### config.mk
export PLATFORM = sky130hd
export DESIGN_NAME = gpio_irq
export DESIGN_NICKNAME = d
export VERILOG_FILES = /design/src/rtl/gpio_irq.sv
export SDC_FILE = /design/constraint.sdc
export NUM_CORES = 1
export LEC_CHECK = 0
export CAP_MARGIN = 5
export CORE_UTILIZATION = 40
export CTS_BUF_LIST = sky130_fd_sc_hd__clkbuf_8 sky130_fd_sc_hd__clkbuf_16
export CTS_CLUSTER_DIAMETER = 50
export DETAILED_ROUTE_END_ITERATION = 12
export GPL_TIMING_DRIVEN = 0
export PLACE_DENSITY = 0.76
export SYNTH_ARGS = -nofsm -noshare
export SYNTH_HDL_FRONTEND = slang
export SYNTH_SLANG_ARGS = --single-unit
export TNS_END_PERCENT = 30
### constraint.sdc
create_clock -name clk -period 6.25 [get_ports clk]
set_input_delay 1.5625 -clock clk [delete_from_list [all_inputs] [get_ports clk]]
set_output_delay 1.5625 -clock clk [all_outputs]
set_load 0.05 [all_outputs]
### src/rtl/gpio_irq.sv
// GPIO block with per-pin direction/output registers, synchronized inputs and
// edge/level interrupt capture behind a single-cycle register bus.
module gpio_irq #(
  parameter int NUM_IO      = 16,
  parameter int SYNC_STAGES = 2
) (
  input  logic              clk,
  input  logic              rst,
  input  logic              req_i,
  input  logic              we_i,
  input  logic [31:0]       addr_i,
  input  logic [31:0]       data_i,
  output logic [31:0]       data_o,
  output logic              ack_o,
  input  logic [NUM_IO-1:0] io_in,
  output logic [NUM_IO-1:0] io_out,
  output logic [NUM_IO-1:0] io_oe,
  output logic              irq_o
);

  localparam logic [7:0] ADDR_DIR     = 8'h00;
  localparam logic [7:0] ADDR_OUT     = 8'h04;
  localparam logic [7:0] ADDR_IN      = 8'h08;
  localparam logic [7:0] ADDR_IE      = 8'h0C;
  localparam logic [7:0] ADDR_ITYPE   = 8'h10;
  localparam logic [7:0] ADDR_IPOL    = 8'h14;
  localparam logic [7:0] ADDR_IP      = 8'h18;
  localparam logic [7:0] ADDR_OUT_SET = 8'h1C;
  localparam logic [7:0] ADDR_OUT_CLR = 8'h20;

  localparam logic [2:0] WARM_LOAD = 3'(SYNC_STAGES + 1);

  logic [NUM_IO-1:0] dir_reg;
  logic [NUM_IO-1:0] out_reg;
  logic [NUM_IO-1:0] ie_reg;
  logic [NUM_IO-1:0] itype_reg;
  logic [NUM_IO-1:0] ipol_reg;
  logic [NUM_IO-1:0] ip_reg;
  logic [NUM_IO-1:0] ip_next;
  logic [NUM_IO-1:0] prev_reg;
  logic [SYNC_STAGES-1:0][NUM_IO-1:0] sync_reg;
  logic [2:0]        warm_reg;
  logic              irq_reg;

  logic [NUM_IO-1:0] sync_val;
  logic [NUM_IO-1:0] wdata;
  logic [NUM_IO-1:0] rise;
  logic [NUM_IO-1:0] fall;
  logic [NUM_IO-1:0] edge_evt;
  logic [NUM_IO-1:0] level_evt;
  logic [NUM_IO-1:0] set_evt;
  logic [NUM_IO-1:0] w1c_mask;
  logic              wr_en;
  logic              edge_enable;
  logic [31:0]       rd_val;
  logic              unused_bits;

  assign wr_en       = req_i & we_i;
  assign wdata       = data_i[NUM_IO-1:0];
  assign sync_val    = sync_reg[SYNC_STAGES-1];
  assign unused_bits = ^{addr_i[31:8], data_i >> NUM_IO};

  // Edges are masked until the synchronizer has refilled after reset.
  assign edge_enable = (warm_reg == 3'd0);

  genvar gi;
  generate
    for (gi = 0; gi < NUM_IO; gi++) begin : g_evt
      assign rise[gi]      = sync_val[gi] & ~prev_reg[gi];
      assign fall[gi]      = ~sync_val[gi] & prev_reg[gi];
      assign edge_evt[gi]  = ipol_reg[gi] ? fall[gi] : rise[gi];
      assign level_evt[gi] = sync_val[gi] ^ ipol_reg[gi];
      assign set_evt[gi]   = itype_reg[gi] ? (edge_evt[gi] & edge_enable) : level_evt[gi];
    end
  endgenerate

  // A set event in the same cycle as a W1C keeps the bit pending.
  always_comb begin
    w1c_mask = '0;
    if (wr_en && addr_i[7:0] == ADDR_IP) begin
      w1c_mask = wdata;
    end
    ip_next = (ip_reg & ~w1c_mask) | set_evt;
  end

  always_ff @(posedge clk) begin
    if (rst) begin
      dir_reg   <= '0;
      out_reg   <= '0;
      ie_reg    <= '0;
      itype_reg <= '0;
      ipol_reg  <= '0;
      ip_reg    <= '0;
      prev_reg  <= '0;
      sync_reg  <= '0;
      irq_reg   <= 1'b0;
      warm_reg  <= WARM_LOAD;
    end else begin
      if (SYNC_STAGES > 1) begin
        sync_reg <= {sync_reg[SYNC_STAGES-2:0], io_in};
      end else begin
        sync_reg[0] <= io_in;
      end
      prev_reg <= sync_val;
      ip_reg   <= ip_next;
      irq_reg  <= |(ip_reg & ie_reg);
      if (warm_reg != 3'd0) begin
        warm_reg <= warm_reg - 3'd1;
      end
      if (wr_en) begin
        case (addr_i[7:0])
          ADDR_DIR:     dir_reg   <= wdata;
          ADDR_OUT:     out_reg   <= wdata;
          ADDR_IE:      ie_reg    <= wdata;
          ADDR_ITYPE:   itype_reg <= wdata;
          ADDR_IPOL:    ipol_reg  <= wdata;
          ADDR_OUT_SET: out_reg   <= out_reg | wdata;
          ADDR_OUT_CLR: out_reg   <= out_reg & ~wdata;
          default:      ;
        endcase
      end
    end
  end

  always_comb begin
    rd_val = '0;
    case (addr_i[7:0])
      ADDR_DIR:   rd_val[NUM_IO-1:0] = dir_reg;
      ADDR_OUT:   rd_val[NUM_IO-1:0] = out_reg;
      ADDR_IN:    rd_val[NUM_IO-1:0] = sync_val;
      ADDR_IE:    rd_val[NUM_IO-1:0] = ie_reg;
      ADDR_ITYPE: rd_val[NUM_IO-1:0] = itype_reg;
      ADDR_IPOL:  rd_val[NUM_IO-1:0] = ipol_reg;
      ADDR_IP:    rd_val[NUM_IO-1:0] = ip_reg;
      default:    rd_val = '0;
    endcase
  end

  assign data_o = (req_i && !we_i) ? rd_val : 32'h0;
  assign ack_o  = req_i;
  // Pins are forced quiet for the whole reset assertion, not only after the edge.
  assign io_out = rst ? '0 : out_reg;
  assign io_oe  = rst ? '0 : dir_reg;
  assign irq_o  = irq_reg;

endmodule

==> results.yml <==
clocking:
  cts_max_level: 4
  clock-root-buffer: "clkbuf_16"
  path_clk_slew_ps: 60
  tritoncts: "built"
  cts_buffers: 17
  cts.sinks: 148
  cts.path.max_buffers: 2
  clk_latency_ps: 420
cells_and_area:
  antenna_cells: 0
  instances_no_fill: 1147
  final_nets: 995
  drive_above_1_share_pct: 8.89
  final_util_pct: 52.1
  syn2layout_area_growth_pct: 27.1
synthesis:
  synth_top_cell_by_area: "dfxtp_1"
  ys.flop_type: "dfxtp_1"
  synth.avg_cell_area_um2: 9.05
  synth_top_area_share_pct: 41.8
  synth_edf_count: 0
  syn_inst: 783
  ys_async_sr_fraction_pct: 0
  synth.distinct_cells: 55
  yosysSeqAreaShare_pct: 41.8
  syn_area_um2: 7090
  ys_warn_count: 0
  synthTopCellsByArea: "dfxtp_1 (42%), mux2i_1 (11%), nor2b_1 (6.0%)"
  ys_ff_latch: 148
worst_setup_path:
  crit_path_start_kind: "input pin"
  critPathKind: "in2out"
  r2r-end: "ip_reg[9]"
  rrSetupSlack_ps: 3700
  crit_chain: "clkdlybuf4s50_1 > or4_1 > buf_2 > nor2_1 > nand2_1 > clkbuf_1 > a211oi_1 > dlygate4sd2_1"
  critPathLaunch: "addr_i[1]"
  worstPathArrival_ps: 4700
  path_max_fanout: 10
  timing.rr.start: "warm_reg[0]"
  crit_slowest_cell: "dlygate4sd2_1"
  crit_end: "data_o[3]"
  reg2regPathDepth: 9
  required_ps: 4690
  cpPeakStageDelay_ps: 580
  end_kind: "output pin"
placement:
  place_congestion: 0.975
  port_buffers: 92
  place_ws_ps: -201
  dp_cells: 1115
  dp_hpwl_um: 17600
route:
  remaining_drc_errors: 0
  wl_per_cell_um: 20.7
  first_pass_iters: 5
  routed_wl_um: 23700
  via_count: 6624
  routed_via_density: 5.78
  drt_iter0_drc: 661
  ant_nets: 0
timing:
  fin_crit_sh_pct: 100
  fin_skew_ps: 7.21
  fmax_mhz: 160
  setup_slack_ps: -10.7
  rsz0062_at_grt: "no"
  finalSetupViolCount: 1
  tightest_slew_ps: 839
  finalCriticalPeriod_ps: 6260
  maxSlewViolCount: 0
  slew_headroom_pct: 44.1
  hold_violations: 0
  fin_setup_tns_ps: -10.7
global_routing:
  grt_pass1_vias: 6217
  grt_util_all_layers_pct: 26.6
  grt_pass1_wl_um: 35800
  antenna_found_initial: 0
  grt_start_max_net_pins: 17
  grt_overflow: 0
job:
  cap_violations: 0
floorplanning:
  die_h_um: 135
  die_area_um2: 18300
  initial_core_util_pct: 41.0
  io_pins: 150
  die_x_um: 135
  row_count: 48
  core_um2: 17300
pwr:
  peakVddDrop_mv: 0.243
  powerDensity_nw_per_um2: 252
  power.total_mw: 2.27
  p_leak_nw: 3.76
min_path:
  hold_path.startpoint: "sync_reg[8]"
  hold_path.class: "reg2reg"
  whs_path_depth: 1
outcome:
  status: "finished, violations left"
  violations: "setup timing"
==> layout by cell type (no fill, tap or decap), types with 11 or more instances in the layout <==
| cell type | count |
|---|---|
| dfxtp_1 | 148 |
| nor2_1 | 90 |
| mux2i_1 | 77 |
| clkdlybuf4s50_1 | 76 |
| nor2b_1 | 67 |
| nand2_1 | 41 |
| clkbuf_1 | 40 |
| o21ai_0 | 33 |
| nand3b_1 | 31 |
| a21oi_1 | 25 |
| inv_1 | 22 |
| a31oi_1 | 18 |
| a22o_1 | 17 |
| buf_4 | 17 |
| clkbuf_16 | 17 |
| conb_1 | 16 |
| nand3_1 | 14 |
| a2111oi_0 | 13 |
| a221o_1 | 13 |
| nand2b_1 | 12 |
| buf_2 | 11 |
==> cell families after synthesis <==
group,synth area share [%]
muxes,13.3
and+or+nand+nor,21.9
other,0.0529
AOI/OAI and AO/OA,16.1
DFF,41.8
buffers and inverters,6.27
xor gates and xnor gates,0.247
adders and majority gates,0.353
==> what timing repair did <==
item / in CTS / in global routing
endpoints found under the hold margin: 0 / 0
hold buffers: 0 / 0
resized for setup: 13 / 13
endpoints found under the setup margin: 14 / 8
setup buffers: 0 / 0
cloned: 0 / 0
==> layout make-up <==
type,count,area [µm²]
buffer,73,370
clock buffer,18,439
clock inverter,14,184
fill,1599,8290
inverter,21,78.8
multi-input combinational,556,3760
sequential,148,2960
tap,225,282
timing repair buffer,92,931
==> through the flow <==
stage	hold slack (ps)	instance area (µm²)
3_5_place_dp	422	8350
2_1_floorplan	414	7140
5_1_grt	442	9010
4_1_cts	437	8970
3_3_place_gp	418	8350
6_report	432	9010
==> how the worst min path moves through the flow <==
stage / slack [ps] / endpoint
final: 430 / sync_val[8]
after global routing: 440 / sync_val[8]
after CTS: 440 / sync_val[10]
after detailed placement: 420 / sync_val[0]
after global placement: 420 / sync_val[3]
after floorplan: 410 / sync_val[0]
==> synth_stat cells, types with 14 or more instances <==
cell,n
nand3_1,14
nor2_1,90
mux2i_1,77
nand3b_1,31
inv_1,21
a31oi_1,18
a21oi_1,25
clkbuf_1,43
dfxtp_1,148
nor2b_1,68
buf_4,17
nand2_1,41
a22o_1,17
o21ai_0,33
==> layer usage <==
| metal | track usage [%] | vias to the layer above | share of wire (%) |
|---|---|---|---|
| met4 | 11.5 | 0 | 3.3 |
| li1 | - | 3023 | - |
| met5 | 0 | - | 0 |
| met1 | 35.3 | 3223 | 43 |
| met3 | 6.12 | 58 | 7.9 |
| met2 | 41.2 | 320 | 46 |
==> where the power goes <==
group,switching (mW),internal (mW),total (mW)
sequential,0.0192,0.966,0.985
combinational,0.130,0.0736,0.203
clock,0.409,0.676,1.08
total,0.558,1.72,2.27
==> worst max-delay path, delay by kind of cell <==
| kind | cells | cell delay, ps |
|---|---|---|
| AO/OA/AOI/OAI | 1 | 370 |
| buffers and inverters | 4 | 1640 |
| AND/OR/NAND/NOR | 3 | 1110 |
Note: power is estimated with default switching activity, not from simulation.
